### src/rtl/multicycle_ctrl_if.sv
// rtl/multicycle_ctrl_if.sv - control/datapath/memory signal bundle for multicycle_ctrl
interface multicycle_ctrl_if #(
   parameter int CNT_W = 32
);
   logic [6:0]       op;
   logic             zero;
   logic             mem_ready;
   logic             mem_req;
   logic             mem_write;
   logic             adr_src;
   logic             ir_write;
   logic             pc_write;
   logic [1:0]       alu_src_a;
   logic [1:0]       alu_src_b;
   logic [1:0]       alu_op;
   logic [1:0]       inm_src;
   logic [1:0]       res_src;
   logic             reg_write;
   logic             csr_we;
   logic [1:0]       mocsr;
   logic             illegal;
   logic             bus_err;
   logic [CNT_W-1:0] instret;

   modport master (
      input  op, zero, mem_ready,
      output mem_req, mem_write, adr_src, ir_write, pc_write,
             alu_src_a, alu_src_b, alu_op, inm_src, res_src,
             reg_write, csr_we, mocsr, illegal, bus_err, instret
   );

   modport slave (
      output op, zero, mem_ready,
      input  mem_req, mem_write, adr_src, ir_write, pc_write,
             alu_src_a, alu_src_b, alu_op, inm_src, res_src,
             reg_write, csr_we, mocsr, illegal, bus_err, instret
   );
endinterface

### src/rtl/multicycle_ctrl.sv
// rtl/multicycle_ctrl.sv - multi-cycle RV32I control FSM with memory timeout and retire counter
module multicycle_ctrl #(
   parameter bit ENABLE_CSR  = 1'b1,
   parameter int MEM_TIMEOUT = 16,
   parameter int CNT_W       = 32
) (
   input  logic              clk,
   input  logic              rst_n,
   multicycle_ctrl_if.master bus
);

   localparam logic [6:0] OP_LOAD   = 7'd3;
   localparam logic [6:0] OP_STORE  = 7'd35;
   localparam logic [6:0] OP_RTYPE  = 7'd51;
   localparam logic [6:0] OP_ITYPE  = 7'd19;
   localparam logic [6:0] OP_BRANCH = 7'd99;
   localparam logic [6:0] OP_JAL    = 7'd111;
   localparam logic [6:0] OP_SYSTEM = 7'd115;
   localparam int         WAIT_W    = (MEM_TIMEOUT > 1) ? $clog2(MEM_TIMEOUT + 1) : 1;

   typedef enum logic [3:0] {
      S_FETCH, S_DECODE, S_MEMADR, S_MEMREAD, S_MEMWB, S_MEMWRITE, S_EXECR,
      S_EXECI, S_ALUWB, S_BEQ, S_JAL, S_CSR, S_TRAP
   } state_t;

   typedef struct packed {
      logic       mem_req;
      logic       mem_write;
      logic       adr_src;
      logic       fetch;
      logic       pc_update;
      logic       branch;
      logic [1:0] alu_src_a;
      logic [1:0] alu_src_b;
      logic [1:0] alu_op;
      logic [1:0] res_src;
      logic       reg_write;
      logic       csr_we;
      logic [1:0] mocsr;
   } ctl_t;

   state_t            state_q, state_d;
   ctl_t              ctl_q;
   logic [WAIT_W-1:0] wait_q, wait_d;
   logic [CNT_W-1:0]  instret_q, instret_d;
   logic              illegal_q, illegal_d;
   logic              bus_err_q, bus_err_d;
   logic              waiting;
   logic              timeout;
   logic              retire;

   function automatic ctl_t decode_ctl(input state_t s);
      ctl_t c;
      c = '0;
      case (s)
         S_FETCH:    begin c.mem_req = 1'b1; c.fetch = 1'b1; c.alu_src_b = 2'b10; c.res_src = 2'b10; end
         S_DECODE:   begin c.alu_src_a = 2'b01; c.alu_src_b = 2'b01; end
         S_MEMADR:   begin c.alu_src_a = 2'b10; c.alu_src_b = 2'b01; end
         S_MEMREAD:  begin c.mem_req = 1'b1; c.adr_src = 1'b1; end
         S_MEMWB:    begin c.res_src = 2'b01; c.reg_write = 1'b1; end
         S_MEMWRITE: begin c.mem_req = 1'b1; c.mem_write = 1'b1; c.adr_src = 1'b1; end
         S_EXECR:    begin c.alu_src_a = 2'b10; c.alu_op = 2'b10; end
         S_EXECI:    begin c.alu_src_a = 2'b10; c.alu_src_b = 2'b01; c.alu_op = 2'b10; end
         S_ALUWB:    c.reg_write = 1'b1;
         S_BEQ:      begin c.alu_src_a = 2'b10; c.alu_op = 2'b01; c.branch = 1'b1; end
         S_JAL:      begin c.alu_src_a = 2'b01; c.alu_src_b = 2'b10; c.pc_update = 1'b1; end
         S_CSR:      begin c.res_src = 2'b11; c.reg_write = 1'b1; c.csr_we = 1'b1; c.mocsr = 2'b01; end
         default:    c = '0;
      endcase
      return c;
   endfunction

   always_comb begin
      state_d   = state_q;
      illegal_d = illegal_q;
      bus_err_d = bus_err_q;
      retire    = 1'b0;
      waiting   = (state_q == S_FETCH) || (state_q == S_MEMREAD) || (state_q == S_MEMWRITE);
      // The cycle on which the counter would reach MEM_TIMEOUT is the last chance for mem_ready.
      timeout   = (MEM_TIMEOUT > 0) && waiting && !bus.mem_ready &&
                  (wait_q == WAIT_W'(MEM_TIMEOUT - 1));
      case (state_q)
         S_FETCH:    if (bus.mem_ready) state_d = S_DECODE;
         S_DECODE: begin
            case (bus.op)
               OP_LOAD, OP_STORE: state_d = S_MEMADR;
               OP_RTYPE:          state_d = S_EXECR;
               OP_ITYPE:          state_d = S_EXECI;
               OP_BRANCH:         state_d = S_BEQ;
               OP_JAL:            state_d = S_JAL;
               OP_SYSTEM:         state_d = ENABLE_CSR ? S_CSR : S_TRAP;
               default:           state_d = S_TRAP;
            endcase
            if (state_d == S_TRAP) illegal_d = 1'b1;
         end
         S_MEMADR:   state_d = (bus.op == OP_STORE) ? S_MEMWRITE : S_MEMREAD;
         S_MEMREAD:  if (bus.mem_ready) state_d = S_MEMWB;
         S_MEMWRITE: begin
            if (bus.mem_ready) begin
               retire  = 1'b1;
               state_d = S_FETCH;
            end
         end
         S_EXECR, S_EXECI: state_d = S_ALUWB;
         S_JAL:      state_d = S_ALUWB;
         S_MEMWB, S_ALUWB, S_BEQ, S_CSR: begin
            retire  = 1'b1;
            state_d = S_FETCH;
         end
         S_TRAP:     state_d = S_TRAP;
         default:    state_d = S_TRAP;
      endcase
      if (timeout) begin
         state_d   = S_TRAP;
         bus_err_d = 1'b1;
      end

      wait_d = wait_q;
      if (state_d != state_q)
         wait_d = '0;
      else if (waiting && !bus.mem_ready && (MEM_TIMEOUT > 0))
         wait_d = wait_q + WAIT_W'(1);

      instret_d = instret_q + CNT_W'(retire);
   end

   always_ff @(posedge clk or negedge rst_n) begin
      if (!rst_n) begin
         state_q   <= S_FETCH;
         ctl_q     <= decode_ctl(S_FETCH);
         wait_q    <= '0;
         instret_q <= '0;
         illegal_q <= 1'b0;
         bus_err_q <= 1'b0;
      end else begin
         state_q   <= state_d;
         ctl_q     <= decode_ctl(state_d);
         wait_q    <= wait_d;
         instret_q <= instret_d;
         illegal_q <= illegal_d;
         bus_err_q <= bus_err_d;
      end
   end

   always_comb begin
      case (bus.op)
         OP_STORE:  bus.inm_src = 2'b01;
         OP_BRANCH: bus.inm_src = 2'b10;
         OP_JAL:    bus.inm_src = 2'b11;
         default:   bus.inm_src = 2'b00;
      endcase
   end

   assign bus.mem_req   = ctl_q.mem_req;
   assign bus.mem_write = ctl_q.mem_write;
   assign bus.adr_src   = ctl_q.adr_src;
   assign bus.ir_write  = ctl_q.fetch & bus.mem_ready;
   assign bus.pc_write  = (ctl_q.fetch & bus.mem_ready) | ctl_q.pc_update | (ctl_q.branch & bus.zero);
   assign bus.alu_src_a = ctl_q.alu_src_a;
   assign bus.alu_src_b = ctl_q.alu_src_b;
   assign bus.alu_op    = ctl_q.alu_op;
   assign bus.res_src   = ctl_q.res_src;
   assign bus.reg_write = ctl_q.reg_write;
   assign bus.csr_we    = ctl_q.csr_we;
   assign bus.mocsr     = ctl_q.mocsr;
   assign bus.illegal   = illegal_q;
   assign bus.bus_err   = bus_err_q;
   assign bus.instret   = instret_q;

endmodule

### src/flat_wrapper.sv
// flat-port wrapper written by rule: the top's interface ports become plain ports
module multicycle_ctrl_flat 
#(
   parameter bit ENABLE_CSR  = 1'b1,
   parameter int MEM_TIMEOUT = 16,
   parameter int CNT_W       = 32
)
  (clk, rst_n, bus_op, bus_zero, bus_mem_ready, bus_mem_req, bus_mem_write, bus_adr_src, bus_ir_write, bus_pc_write, bus_alu_src_a, bus_alu_src_b, bus_alu_op, bus_inm_src, bus_res_src, bus_reg_write, bus_csr_we, bus_mocsr, bus_illegal, bus_bus_err, bus_instret);
  multicycle_ctrl_if #(.CNT_W(CNT_W)) bus_i ();
  input  logic clk;
  input  logic rst_n;
  input wire logic [$bits(bus_i.op)-1:0] bus_op;
  input wire logic [$bits(bus_i.zero)-1:0] bus_zero;
  input wire logic [$bits(bus_i.mem_ready)-1:0] bus_mem_ready;
  output wire logic [$bits(bus_i.mem_req)-1:0] bus_mem_req;
  output wire logic [$bits(bus_i.mem_write)-1:0] bus_mem_write;
  output wire logic [$bits(bus_i.adr_src)-1:0] bus_adr_src;
  output wire logic [$bits(bus_i.ir_write)-1:0] bus_ir_write;
  output wire logic [$bits(bus_i.pc_write)-1:0] bus_pc_write;
  output wire logic [$bits(bus_i.alu_src_a)-1:0] bus_alu_src_a;
  output wire logic [$bits(bus_i.alu_src_b)-1:0] bus_alu_src_b;
  output wire logic [$bits(bus_i.alu_op)-1:0] bus_alu_op;
  output wire logic [$bits(bus_i.inm_src)-1:0] bus_inm_src;
  output wire logic [$bits(bus_i.res_src)-1:0] bus_res_src;
  output wire logic [$bits(bus_i.reg_write)-1:0] bus_reg_write;
  output wire logic [$bits(bus_i.csr_we)-1:0] bus_csr_we;
  output wire logic [$bits(bus_i.mocsr)-1:0] bus_mocsr;
  output wire logic [$bits(bus_i.illegal)-1:0] bus_illegal;
  output wire logic [$bits(bus_i.bus_err)-1:0] bus_bus_err;
  output wire logic [$bits(bus_i.instret)-1:0] bus_instret;
  assign bus_i.op = bus_op;
  assign bus_i.zero = bus_zero;
  assign bus_i.mem_ready = bus_mem_ready;
  assign bus_mem_req = bus_i.mem_req;
  assign bus_mem_write = bus_i.mem_write;
  assign bus_adr_src = bus_i.adr_src;
  assign bus_ir_write = bus_i.ir_write;
  assign bus_pc_write = bus_i.pc_write;
  assign bus_alu_src_a = bus_i.alu_src_a;
  assign bus_alu_src_b = bus_i.alu_src_b;
  assign bus_alu_op = bus_i.alu_op;
  assign bus_inm_src = bus_i.inm_src;
  assign bus_res_src = bus_i.res_src;
  assign bus_reg_write = bus_i.reg_write;
  assign bus_csr_we = bus_i.csr_we;
  assign bus_mocsr = bus_i.mocsr;
  assign bus_illegal = bus_i.illegal;
  assign bus_bus_err = bus_i.bus_err;
  assign bus_instret = bus_i.instret;
  multicycle_ctrl #(.ENABLE_CSR(ENABLE_CSR), .MEM_TIMEOUT(MEM_TIMEOUT), .CNT_W(CNT_W)) u_core (.clk(clk), .rst_n(rst_n), .bus(bus_i));
endmodule
### config.mk
export PLATFORM = sky130hd
export DESIGN_NAME = multicycle_ctrl_flat
export DESIGN_NICKNAME = d
export VERILOG_FILES = /design/src/rtl/multicycle_ctrl_if.sv /design/src/rtl/multicycle_ctrl.sv /design/src/flat_wrapper.sv
export SDC_FILE = /design/constraint.sdc
export NUM_CORES = 1
export LEC_CHECK = 0
export CAP_MARGIN = 30
export CORE_MARGIN = 3
export CORE_UTILIZATION = 25
export DETAILED_ROUTE_END_ITERATION = 12
export PLACE_DENSITY = 0.42
export SYNTH_ARGS = -nofsm -noshare
export SYNTH_HDL_FRONTEND = slang
export SYNTH_SLANG_ARGS = --single-unit
### constraint.sdc
create_clock -name clk -period 3.2 [get_ports clk]
set_input_delay 0.64 -clock clk [delete_from_list [all_inputs] [get_ports clk]]
set_output_delay 0.64 -clock clk [all_outputs]
set_load 0.02 [all_outputs]
==> metrics.cfg <==
[sta]
finalCriticalPeriod_ns = 2.94
period_share = 0.919
fmax_mhz = 340
finalHoldViolCount = 0
relSlewSlack = 0.625
clock_skew_ns = 0.00572
setup_ws_ns = 0.259
rsz0062_at_grt = false
worstMarginPinSlew_ns = 0.555
setup_viol = 0
slew_violations = 0

[pwr]
p_total_w = 0.00172
cellPowerDensity_nw_per_um2 = 410
p_leak_nw = 1.72
ir_drop_v = 0.000202

[floorplanning]
row_count = 40
coreArea_um2 = 12100
die_w_um = 117
ios = 64
die_h_um = 117
dieArea_um2 = 13800
initial_utilization = 0.257

[drt]
drcViolationCount = 0
antenna_left = 0
dr.pass1.iters = 4
vias_per_cell = 4.43
wire_per_inst_um = 13.5
vias = 2408
drt-total-wl_mm = 7.34
drt_iter0_drc = 140

[finish]
drive_above_1_share = 0.136
final_nets = 386
n_antenna_cell = 0
postLayoutCoreUtil = 0.348
area_growth_pct = 35.3

[yosys]
synth_area_um2 = 3100
yosys.area.top_type = dfrtp_1
ys_warn_count = 0
synthArstFlopShare = 1.00
synth-simple-area-share = 0.229
ys_types = 65
ys_seq_elements = 58
synth_top_family_by_area = simple AND/OR/NAND/NOR gates
synthMuxAreaShare = 0.00322
synth_compound_area_frac = 0.123
synth_top_flop_cell = dfrtp_1
synthTopCellsByArea = dfrtp_1 44%, xnor2_1 7.9%, nand2_1 4.0%, dfstp_2 3.4%, xor2_1 2.8%
syn-instance-count = 304
synth-adder-area-share = 0.0161
synth_seq_area_share = 0.469
synth_edf_count = 0
synth.avg_cell_area_um2 = 10.2
synth_xor_area_frac = 0.107
yosysTopAreaCellShare = 0.435
syn_nets = 319

[clock_tree]
cts_root_buffer = clkbuf_16
worstSkewPairLatency_ns = 0.32
cts_resized = 0
cts_tree = yes
cts_setup_buffers = 0
postCtsHoldBufs = 0
cts_buffers = 9
clock_path_buffers = 2
clock_sinks = 58
path_clk_slew_ns = 0.05
h-tree-depth = 3

[place]
place_congestion = 0.748
place_hpwl_mm = 5.47
portBuffers = 62
dp_slack_ns = -0.0101

[setup_path]
worstPathArrival_ns = 2.30
end_kind = output pin
start_kind = primary input
crit_type = in -> out
required_ns = 2.56
path_max_fanout = 2

[global_routing]
grt_antenna_before_repair = 0
grt_pass1_vias = 2423
grt_pass1_wl_mm = 12.5
grt_overflow_total = 0
gr-usage-all-layers = 0.112
grt_max_degree = 35

[outcome]
status = complete, no violations

[worst_hold_path]
hp-class = in -> async

[job]
max_cap_viol_count = 0

-- state kept, by name (all words and copies together) (netlist names), 2 cells and up --
signal,flops
u_core.bus.alu_src_a,2
u_core.bus.alu_op,2
u_core.state_q,4
u_core.bus.instret,32
u_core.ctl_q,2
u_core.wait_q,5
u_core.bus.res_src,2
u_core.bus.alu_src_b,2
-- per-layer routing --
layer | wire, um | up-vias | GRT usage
li1 | - | 1203 | -
met1 | 3650 | 1136 | 0.153
met2 | 3280 | 61 | 0.173
met3 | 338 | 8 | 0.0313
met4 | 82 | 0 | 0.0308
met5 | 0 | - | 0
-- through the flow --
stage | hold slack, ns | setup TNS (ns) | instance area (um^2) | instances
finish | 0.123 | 0 | 4200 | 544
CTS | 0.111 | 0 | 4200 | 544
global placement | 0.456 | 0 | 3900 | 528
detailed placement | 0.453 | -0.0101 | 3900 | 528
floorplan | 0.344 | 0 | 3100 | 304
global route | 0.117 | 0 | 4200 | 544
-- cell usage in the layout (no fill, tap or decap), drive strengths merged, types with 3 or more instances in the layout --
| cell | count |
|---|---|
| clkinv | 5 |
| nor2b | 3 |
| xnor2 | 28 |
| nor4 | 3 |
| or3b | 3 |
| inv | 8 |
| dfrtp | 54 |
| nor2 | 18 |
| dfstp | 4 |
| xor2 | 10 |
| nand2 | 33 |
| o211ai | 3 |
| clkdlybuf4s50 | 61 |
| clkbuf | 9 |
| and2 | 4 |
| nand4 | 8 |
| nand3 | 16 |
| or3 | 3 |
| a21oi | 10 |
| nand2b | 6 |
| nor3 | 10 |
| o21ai | 8 |
| buf | 15 |
| and3 | 10 |
| ha | 4 |
-- kinds of logic (layout without fill, tap and decap cells) --
kind of cell | count (synthesis) | after routing
AOI/OAI and AO/OA | 46 | 46
xor gates and xnor gates | 38 | 38
adders and majority gates | 4 | 4
buffers and inverters | 28 | 100
DFF | 58 | 58
muxes | 1 | 1
other | 1 | 1
and+or+nand+nor | 128 | 128
-- cell type report --
cell class                 instances  area [um^2]
clock inverter                     7         70.1
timing repair buffer              76          721
sequential                        58         1460
clock buffer                       9          225
inverter                           8         30.0
fill                            1255         7860
multi-input combinational        218         1490
tap                              168          210
-- critical path, cell delays in order --
cell and delay, ns:
clkdlybuf4s50_1 0.41, or3_1 0.37, a211oi_1 0.23, clkdlybuf4s50_1 0.65
-- cells in the mapped netlist (4+ instances only) --
cell type and n:
inv_1 8, nand2_1 33, dfrtp_1 54, nor3_1 9
nand3_1 16, nor2_1 16, xnor2_1 28, buf_4 11
ha_1 4, nand4_1 8, and2_1 4, o21ai_0 5
dfstp_2 4, nand2b_1 6, a21oi_1 9, buf_2 6
and3_1 10, xor2_1 10
-- worst paths after layout --
check | from | end | slack [ns] | depth (start not counted)
max in group asynchronous | rst_n | u_core.bus.alu_src_b[1] | 2.42 | 2
worst max register to register | u_core.state_q[0] | u_core.bus.instret[26] | 0.48 | 10
min in group clk | u_core.bus.bus_err | u_core.bus.bus_err | 0.47 | 1
worst max-delay path | bus_op[3] | bus_inm_src[0] | 0.26 | 4
worst min-delay path | rst_n | u_core.bus.instret[10] | 0.12 | 1
worst min register to register | u_core.bus.bus_err | u_core.bus.bus_err | 0.47 | 1
-- report_power, final --
part | leakage (nW) | total [W] | switching (W) | internal (W)
Sequential | 0.780 | 0.000734 | 0 | 0.000734
Combinational | 0.794 | 0.0000535 | 0.0000318 | 0.0000216
Clock | 0.145 | 0.000935 | 0.000335 | 0.000600
(Power assumes the default switching activity.)
